===== config.mk =====
export PLATFORM = sky130hd
export DESIGN_NAME = fast_control_scheduler
export DESIGN_NICKNAME = d
export VERILOG_FILES = /design/src/rtl/fast_control_scheduler_pkg.sv /design/src/rtl/fast_control_scheduler_bx_orbit_counter.sv /design/src/rtl/fast_control_scheduler.sv
export SDC_FILE = /design/constraint.sdc
export NUM_CORES = 1
export LEC_CHECK = 0
export ABC_CLOCK_PERIOD_IN_PS = 6400
export CAP_MARGIN = 20
export CELL_PAD_IN_SITES_DETAIL_PLACEMENT = 0
export CELL_PAD_IN_SITES_GLOBAL_PLACEMENT = 1
export CORE_AREA = 2 2 63 110
export CTS_BUF_LIST = sky130_fd_sc_hd__clkbuf_8
export CTS_CLUSTER_SIZE = 20
export DETAILED_ROUTE_END_ITERATION = 10
export DIE_AREA = 0 0 65 112
export PLACE_DENSITY_LB_ADDON = 0.1
export SLEW_MARGIN = 20
export SYNTH_ARGS = -nofsm -noshare
export SYNTH_HDL_FRONTEND = slang
export SYNTH_HIERARCHICAL = 1
export SYNTH_SLANG_ARGS = --single-unit

===== constraint.sdc =====
create_clock -name clk_in -period 6.4 [get_ports clk_in]
set_input_delay 1.92 -clock clk_in [delete_from_list [all_inputs] [get_ports clk_in]]
set_output_delay 1.92 -clock clk_in [all_outputs]
set_load 0.005 [all_outputs]

===== src/rtl/fast_control_scheduler_pkg.sv =====
// Shared fast-control definitions: sequencer state encodings and parameter defaults.
// Latency: n/a (types and constants only).
// Backpressure: n/a.
package fast_control_scheduler_pkg;

  localparam int ORBIT_LEN_DEF = 3564;  // BX per LHC orbit
  localparam int BX_W_DEF      = 12;
  localparam int PS_W_DEF      = 8;
  localparam int RST_LEN_DEF   = 16;

  typedef enum logic [1:0] {
    ST_IDLE = 2'd0,
    ST_RUN  = 2'd1,
    ST_RST  = 2'd2,
    ST_ACK  = 2'd3
  } fc_state_t;

endpackage


===== src/rtl/fast_control_scheduler_bx_orbit_counter.sv =====
// BX counter over one orbit, orbit wrap flag and WTE orbit-prescale counter.
// Latency: bx_count/ps_cnt update on the clock edge after clear/run; orbit_tick is combinational.
// Backpressure: none; clear has priority over run, neither holds the count.
module fast_control_scheduler_bx_orbit_counter
  import fast_control_scheduler_pkg::*;
#(
  parameter int ORBIT_LEN = ORBIT_LEN_DEF,
  parameter int BX_W      = BX_W_DEF,
  parameter int PS_W      = PS_W_DEF
) (
  input  logic            clk_in,
  input  logic            reset_in_n,
  input  logic            clear,
  input  logic            run,
  input  logic [PS_W-1:0] wte_prescale,
  output logic [BX_W-1:0] bx_count,
  output logic            orbit_tick,
  output logic [PS_W-1:0] ps_cnt
);

  logic wrap;
  logic ps_last;

  assign wrap       = (bx_count == BX_W'(ORBIT_LEN - 1));
  assign orbit_tick = wrap;
  // A zero prescale means WTE is off; keep ps_cnt parked at 0 in that case.
  assign ps_last    = (wte_prescale == '0) || (ps_cnt >= wte_prescale - PS_W'(1));

  // Advance BX every cycle while running; step the prescale counter once per orbit.
  always_ff @(posedge clk_in or negedge reset_in_n) begin
    if (!reset_in_n) begin
      bx_count <= '0;
      ps_cnt   <= '0;
    end else if (clear) begin
      bx_count <= '0;
      ps_cnt   <= '0;
    end else if (run) begin
      if (wrap) begin
        bx_count <= '0;
        ps_cnt   <= ps_last ? '0 : ps_cnt + PS_W'(1);
      end else begin
        bx_count <= bx_count + BX_W'(1);
      end
    end
  end

endmodule


===== src/rtl/fast_control_scheduler.sv =====
// Fast-control sequencer: orbit-scheduled QIE-reset/WTE pulses and req/ack chip reset.
// Latency: pulses 1 cycle after the BX match; reset_out/rst_ack follow the state register.
// Backpressure: none; rst_req/rst_ack is a 4-phase handshake, ack held until req drops.
module fast_control_scheduler
  import fast_control_scheduler_pkg::*;
#(
  parameter int ORBIT_LEN = ORBIT_LEN_DEF,
  parameter int BX_W      = BX_W_DEF,
  parameter int PS_W      = PS_W_DEF,
  parameter int RST_LEN   = RST_LEN_DEF
) (
  input  logic            clk_in,
  input  logic            reset_in_n,
  input  logic            enable,
  input  logic [BX_W-1:0] qrst_bx,
  input  logic [BX_W-1:0] wte_bx,
  input  logic [PS_W-1:0] wte_prescale,
  input  logic            rst_req,
  output logic            rst_ack,
  output logic            qie_reset_out,
  output logic            wte_out,
  output logic            reset_out,
  output logic            orbit_tick,
  output logic [BX_W-1:0] bx_count
);

  localparam int RC_W = $clog2(RST_LEN + 1);

  fc_state_t       state, state_nxt;
  logic [RC_W-1:0] rst_cnt;
  logic            rst_done;
  logic [PS_W-1:0] ps_cnt;
  logic            cnt_clear;
  logic            cnt_run;
  logic            pulse_ok;
  logic            qrst_hit;
  logic            wte_hit;

  assign rst_done  = (rst_cnt == RC_W'(RST_LEN - 1));
  // Anything other than staying in RUN restarts the orbit from BX 0 / ps_cnt 0.
  assign cnt_clear = (state_nxt != ST_RUN);
  assign cnt_run   = (state == ST_RUN);

  fast_control_scheduler_bx_orbit_counter #(
    .ORBIT_LEN (ORBIT_LEN),
    .BX_W      (BX_W),
    .PS_W      (PS_W)
  ) u_bx_orbit_counter (
    .clk_in       (clk_in),
    .reset_in_n   (reset_in_n),
    .clear        (cnt_clear),
    .run          (cnt_run),
    .wte_prescale (wte_prescale),
    .bx_count     (bx_count),
    .orbit_tick   (orbit_tick),
    .ps_cnt       (ps_cnt)
  );

  // State register.
  always_ff @(posedge clk_in or negedge reset_in_n) begin
    if (!reset_in_n) state <= ST_IDLE;
    else             state <= state_nxt;
  end

  // Next-state and Moore outputs; a chip-reset request beats enable in every state.
  always_comb begin
    state_nxt = state;
    reset_out = 1'b0;
    rst_ack   = 1'b0;
    case (state)
      ST_IDLE: begin
        if (rst_req)     state_nxt = ST_RST;
        else if (enable) state_nxt = ST_RUN;
      end
      ST_RUN: begin
        if (rst_req)      state_nxt = ST_RST;
        else if (!enable) state_nxt = ST_IDLE;
      end
      ST_RST: begin
        reset_out = 1'b1;
        if (rst_done) state_nxt = ST_ACK;
      end
      ST_ACK: begin
        rst_ack = 1'b1;
        if (!rst_req) state_nxt = enable ? ST_RUN : ST_IDLE;
      end
      default: state_nxt = ST_IDLE;
    endcase
  end

  // Count cycles spent in RST to size the chip-reset pulse.
  always_ff @(posedge clk_in or negedge reset_in_n) begin
    if (!reset_in_n)          rst_cnt <= '0;
    else if (state != ST_RST) rst_cnt <= '0;
    else                      rst_cnt <= rst_cnt + RC_W'(1);
  end

  // A match in the cycle that leaves for RST would land inside reset_out, so it is dropped.
  assign pulse_ok = (state == ST_RUN) && !rst_req;
  assign qrst_hit = pulse_ok && (bx_count == qrst_bx);
  // QIE reset wins a BX collision; the WTE for that orbit is lost, not deferred.
  assign wte_hit  = pulse_ok && (bx_count == wte_bx) && (ps_cnt == '0) &&
                    (wte_prescale != '0) && (qrst_bx != wte_bx);

  // Register the match results into single-cycle output pulses.
  always_ff @(posedge clk_in or negedge reset_in_n) begin
    if (!reset_in_n) begin
      qie_reset_out <= 1'b0;
      wte_out       <= 1'b0;
    end else begin
      qie_reset_out <= qrst_hit;
      wte_out       <= wte_hit;
    end
  end

endmodule


==> impl_results.md, run 1 <==
* Row Count at 39
* Clock transition at path regs at 0.07 ns
* Gr usage total at 18.5%
* Number of distinct library cells after synthesis at 42
* # H-tree levels at 2
* Synth Area in XOR/XNOR at between 20% and 30%
* Routed wire length per instance at 16.2 um
* Top-count cell post-synth: dfrtp_1
* Final Cell Area at 2950 um2
* Via density at 5.17
* Min-Delay Path Class: reg2reg
* Peak VDD IR at 0.000102 V
* Drt initial violations at 31
* Initial antenna violation count at 0
* Synthesized area at 2190 um2
* Total CTS buffers at 5
* Initial core utilization at around 34%
* Critical Path RT at roughly 6.6 ns
* Mux contribution to synthesized area at 0.513%
* Buffers & Inverters on Critical Path at 1
* PD cells at 198 nW/um2
* Crit-path max FO at 9
* Commonest register cell after synthesis: dfrtp_1
* Clock sinks at 29
* Post-synth top area share at 33.1%
* Post-synth top area cell: dfrtp_1
* Hold_buf cts at 0
* Gpl congestion at 0.781
* Root buf cell: clkbuf_8
* Diodes inserted at 0
* Post-synth top cells: dfrtp_1 (29), xnor2_1 (28), nor2_1 (27), xor2_1 (24), nand2_1 (18)
* Nets at 351
* Minimum clock period at 4.67 ns
* Area share of fa/ha/maj cells after synthesis at between 7 and 8%
* CP arrival at 4.86 ns
* Clk_skew at roughly 0.0033 ns
* Die area at 7280 um2
* Number of global-route vias before repair at ~2.1k
* DP Worst Slack at 1.46 ns
* Final Hold Viols at 0
* Die Span X at 65 um
* Final worst setup slack at 1.73 ns
* FF+latch count, synth at 29
* Final setup fails at 0
* Grt total ovfl at 0
* CTS tree: built
* Worst-Skew Late Latency at 0.29 ns
* Drc violations at 0
* Max-cap violations at 0
* Fraction of the yosys area taken by sequential cells at 33.1%
* Final HPWL DP at 5.00 mm
* Slew of the pin with the lowest slew margin at 0.920 ns
* CTS resizes at 0
* Routed WL at 6.23 mm
* Synth Area in Compound Gates at about a tenth
* Max stage delay on crit path at 0.59 ns
* Global-route wire length before repair at between 9 and 10 mm
* Die Ht at 112 um
* Layout Utilization at between 40% and 50%
* Critical path launch point type: input port
* Max_slew headroom at 38.6%
* Fillers at 653
* YS warnings at 6
* Final Cycle Share at 73.0%
* Largest net degree at the start of global routing at 30
* Synth Instances at between 200 and 250
* Final slew viol count at 0
* Post-CTS Setup Inserts at 0
* Post-DP Area at 2810 um2
* Number of flops mapped to enable cells by yosys at 0
* CP endpoint kind: flip-flop
* Core Area at 6390 um2
* CTS Buffer Depth at 2
* Syn_area_per_cell at 8.99 um2
* Main area contributors after synthesis: dfrtp_1 (33%), xnor2_1 (11%), xor2_1 (9.6%)
* Layout cells sized above 1 at under 10%
* Synth-to-layout area growth at 34.4%
* DRT Pass-1 Iters at 4
* Fraction of the mapped netlist area in simple logic gates at roughly a quarter
* Boundary pin count at 53
* Routed vias at approximately 2.0k
* Unrepaired setup endpoints after global routing: no
* Setup Crit Path Kind: in2reg
* Main combinational cell family by area after synthesis: simple AND/OR/NAND/NOR gates
* Fmax at 214 MHz
* Hold slack at 0.471 ns
* Crit path max-delay cell type: a2111oi_4
* Worst-path cell chain: clkdlybuf4s50_1 -> nor3_1 -> nor3b_1 -> xnor2_1 -> ha_1 -> a211oi_1 -> nor2_1 -> a2111oi_4 -> nand2_1 -> o32ai_1
* Leakage at approximately 1.2 nW
* Ys async rst share at 100%
* CP top delay family: compound AO/OA/AOI/OAI gates
* Status: completed
* Antenna viol nets, final at 0
* Port bufs at between 50 and 60
* Total Neg Setup Slack at 0 ns
* Syn_nets at slightly below 300
-- final cells by class --
cell class              instances  area [um2]  area share (%)
clock inverters                 3        65.1            2.21
repair buffers                 54         536            18.2
inverters                      11        42.5            1.44
well taps                      82         103            3.48
multi-input cells             200        1410            47.8
flip-flops and latches         29         726            24.6
clock buffers                   5        68.8            2.33
-- placed cells by master (no fill, tap or decap), drive strengths merged, types with 2 or more instances in the layout --
cell type and n:
or3 3, and2 2, nand3 9, clkdlybuf4s50 52
clkinv 2, nor2 27, o21ai 8, inv 10
a21oi 5, dfrtp 29, bufinv 2, nand4 16
a31oi 4, buf 2, nand2b 4, xor2 24
o211ai 2, nor2b 3, xnor2 28, ha 14
nand2 18, clkbuf 5, nor4 7, and3 3
nor3 6
-- where the power goes --
part	switching, mW	internal [mW]
combinational	0.0750	0.0699
sequential	0.0123	0.196
clock	0.0747	0.155
-- per-stage QoR --
stage	cells	power, mW
after detailed placement	376	0.359
after CTS	384	0.592
after floorplan	244	0.293
after global placement	376	0.358
after global routing	384	0.617
final	384	0.583
-- flip-flops by register name, indices dropped and copies added, names as in the netlist --
name                         flops
state                            2
qie_reset_out                    1
u_bx_orbit_counter/bx_count     12
u_bx_orbit_counter/ps_cnt        8
wte_out                          1
rst_cnt                          5
-- metal layers --
| metal | routed length [um] | global-route usage [%] | vias to the layer above |
|---|---|---|---|
| met2 | 3720 | 37.8 | 53 |
| met5 | 0 | 0 | - |
| met4 | 126 | 7.38 | 0 |
| met1 | 2160 | 16.6 | 952 |
| li1 | - | - | 972 |
| met3 | 227 | 3.43 | 8 |
-- worst reg2reg max path, stage by stage (launching register included) --
cell,delay [ns]
dfrtp_1,0.52
ha_1,0.31
nor4bb_1,0.20
or4b_4,0.54
clkinv_2,0.12
a21o_1,0.42
a21oi_1,0.12
o21ai_0,0.18
-- logic make-up after synthesis --
| kind of cell | Yosys count |
|---|---|
| and+or+nand+nor | 104 |
| buffers and inverters | 15 |
| DFF | 29 |
| adders and majority gates | 14 |
| xor gates and xnor gates | 52 |
| muxes | 1 |
| AOI/OAI and AO/OA | 29 |
-- final timing paths --
kind,from,to,slack [ns],cells past startpoint
max,wte_prescale[2],u_bx_orbit_counter/ps_cnt[2]$_DFFE_PN0P_,1.73,10
min,rst_cnt[0]$_DFF_PN0_,rst_cnt[0]$_DFF_PN0_,0.47,1
max reg2reg,u_bx_orbit_counter/bx_count[0]$_DFFE_PN0P_,u_bx_orbit_counter/ps_cnt[7]$_DFFE_PN0P_,3.91,7
min reg2reg,rst_cnt[0]$_DFF_PN0_,rst_cnt[0]$_DFF_PN0_,0.47,1
max in group asynchronous,reset_in_n,u_bx_orbit_counter/ps_cnt[7]$_DFFE_PN0P_,4.10,2
min in group asynchronous,reset_in_n,rst_cnt[0]$_DFF_PN0_,2.02,2
No activity file was read; power rests on OpenSTA's default activity.
==> run 2, diff against run 1 <==
Settings changed: ABC_CLOCK_PERIOD_IN_PS 6400 to 4200.
Clock period 6.4 ns to 4.2 ns, I/O delays scaled along.
==> run 2 against run 1 <==
  * Sequential power increased by 52%
  * Highest routed layer unchanged
  * Via count increased by 1.1%
  * Largest cell class unchanged
  * Clock skew increased by 0.0028 ns
==> impl_results.md, run 2 (synthesis results as in run 1) <==
* DRT Pass-1 Iters at 4 (unchanged)
* Drt initial violations at 67 (+120%)
* Minimum clock period at between 3 and 4 ns
* Regs by FF count: u_bx_orbit_counter/bx_count: 12 flops, u_bx_orbit_counter/ps_cnt: 8 flops, rst_cnt: 5 flops
* Hold path start: rst_cnt[0]$_DFF_PN0_
* Min-Delay Path Class: reg2reg
* Core Area at 6390 um2 (unchanged)
* Commonest non-fill, non-tap cell in the layout: clkdlybuf4s50_1
* Worst-path cell chain: clkdlybuf4s50_1 -> nor3_1 -> nor3b_1 -> xnor2_1 -> ha_1 -> a211oi_1 -> nor2_1 -> a2111oi_4 -> nand2_1 -> o32ai_1
* Worst-Skew Late Latency at 0.29 ns (about the same)
* Final slew viol count at 0 (unchanged)
* Diodes inserted at 0 (unchanged)
* Worst setup path endpoint: u_bx_orbit_counter/ps_cnt[2]$_DFFE_PN0P_
* CTS Buffer Depth at 2 (unchanged)
* Largest net degree at the start of global routing at 30 (unchanged)
* Routed wire length per instance at 16.0 um (-1.1%)
* Sequential share of power at 39.8% (+4.0 points)
* Final Cell Area at 2940 um2 (-0.42%)
* Clock sinks at 29 (unchanged)
* Gr usage total at 18.8% (+0.37 points)
* Number of global-route vias before repair at 2158 (+3.1%)
* Post-DP Area at 2830 um2 (+0.53%)
* Sw Ratio at 30.3% (+2.5 points)
* Final HPWL DP at 4.94 mm (-1.3%)
* Die area at 7280 um2 (unchanged)
* Die Ht at 112 um (unchanged)
* Most frequent cells in the layout: clkdlybuf4s50_1 (52), dfrtp_1 (29), xnor2_1 (28)
* Port bufs at 52 (unchanged)
* Global-route wire length before repair at 10.3 mm (+3.1%)
* Max stage delay on crit path at 0.48 ns (-0.11 ns)
* Internal power at 0.558 mW (+32%)
* CTS tree: built
* Critical path launch point type: input port
* Routed WL at 6.20 mm (-0.58%)
* Peak VDD IR at 0.000185 V (+82%)
* Routed vias at 2007 (+1.1%)
* Clock transition at path regs at 0.06 ns (about the same)
* Antenna viol nets, final at 0 (unchanged)
* Synth-to-layout area growth at 33.8%
* Clock Power Share at 32.1% (-7.2 points)
* Slew of the pin with the lowest slew margin at 0.931 ns (+0.0112 ns)
* Gpl congestion at 0.763 (-2.3%)
* Max-cap violations at 0 (unchanged)
* # H-tree levels at 2 (unchanged)
* Unrepaired setup endpoints after global routing: no
* Worst r2r src: u_bx_orbit_counter/bx_count[0]$_DFFE_PN0P_
* Initial core utilization at 34.3% (unchanged)
* Row Count at 39 (unchanged)
* Crit path max-delay cell type: clkdlybuf4s50_1
* Nets at 353 (+0.57%)
* Cell count of the worst reg-to-reg path at 7 (unchanged)
* Hold Crit Depth at 1 (unchanged)
* Status: completed
* Worst r2r dst: u_bx_orbit_counter/ps_cnt[7]$_DFFE_PN0P_
* Drc violations at 0 (unchanged)
* Via density at 5.20 (+0.58%)
* Boundary pin count at 53 (unchanged)
* Critical Path RT at 4.38 ns (-2.21 ns)
* CP arrival at 4.00 ns (-0.86 ns)
* CP endpoint kind: flip-flop
* Logic gate share of total power at 28.1% (+3.2 points)
* Final Cycle Share at about nine tenths
* Crit-path max FO at 5 (-4)
* Grt total ovfl at 0 (unchanged)
* Final setup fails at 0 (unchanged)
* Die Span X at 65 um (unchanged)
* Max_slew headroom at 37.8% (-0.75 points)
* Initial antenna violation count at 0 (unchanged)
* Max reg flops at 12 (unchanged)
* Setup Crit Path Kind: in2reg
* PD cells at 273 nW/um2 (+38%)
* Largest register by flop count: u_bx_orbit_counter/bx_count
* Layout Utilization at 45.9% (-0.20 points)
* Root buf cell: clkbuf_8
* Clk_skew at 0.00615 ns (+0.00282 ns)
* Layout cells sized above 1 at 6.91% (+0.95 points)
* Total CTS buffers at 5 (unchanged)
* Total Neg Setup Slack at 0 ns (unchanged)
* Register-to-Register Setup Slack at 1.70 ns (-2.21 ns)
* CP startpoint: wte_prescale[2]
* NetSw at 0.242 mW (+50%)
* Leakage at 1.17 nW (-0.68%)
* Fmax at 262 MHz
* Final Hold Viols at 0 (unchanged)
[run 2: changes by cell type in the layout (fill, tap and decap cells not counted), sizes merged]
cell / change
bufinv: -2
buf: +2
clkbuf: +2
[run 2: layout make-up]
class	count	area, um2
Fill cell	645	3460
Multi-Input combinational cell	200	1410
Sequential cell	29	726
Timing Repair Buffer	56	551
Tap cell	82	103
Clock buffer	7	96.3
Inverter	11	42.5
Clock inverter	1	5.00
[run 2: worst min path at each step]
stage / endpoint
6_report: rst_cnt[0]$_DFF_PN0_
5_1_grt: rst_cnt[0]$_DFF_PN0_
4_1_cts: rst_cnt[0]$_DFF_PN0_
3_5_place_dp: rst_cnt[0]$_DFF_PN0_
3_3_place_gp: rst_cnt[0]$_DFF_PN0_
2_1_floorplan: rst_cnt[0]$_DFF_PN0_
[run 2: repair_timing]
item,4_1_cts,5_1_grt
setup endpoints to repair,0,1
buffers inserted,0,0
resized for setup,0,1
hold buffers,0,0
endpoints found under the hold margin,0,0
[run 2: power by group through the flow]
stage / combinational, mW / sequential, mW / clock, mW
6_report: 0.225 / 0.318 / 0.257
5_1_grt: 0.252 / 0.321 / 0.282
2_1_floorplan: 0.129 / 0.318 / 0
4_1_cts: 0.230 / 0.318 / 0.266
3_5_place_dp: 0.228 / 0.324 / 0
3_3_place_gp: 0.229 / 0.324 / 0
[run 2: critical path: cells and delay by family]
family          cells  cell delay, ns
fa+ha+maj           1            0.26
buf+inv             1            0.48
xor+xnor            1            0.16
simple gates        4            0.97
compound gates      3            0.87
[run 2: through the flow]
stage	instances	hold WS, ns	setup slack, ns	power (mW)
CTS	386	0.478	0.312	0.814
finish	386	0.465	0.384	0.800
global route	386	0.498	0.118	0.855
floorplan	244	0.433	0.738	0.447
detailed placement	378	0.469	0.000576	0.552
global placement	378	0.456	0.0746	0.553
[run 2: per-layer routing]
metal	global-route usage [%]	up-vias	wire, um
met5	0	-	0
met3	3.23	8	224
li1	-	981	-
met1	17.4	959	2170
met2	38.5	59	3660
met4	7.09	0	136
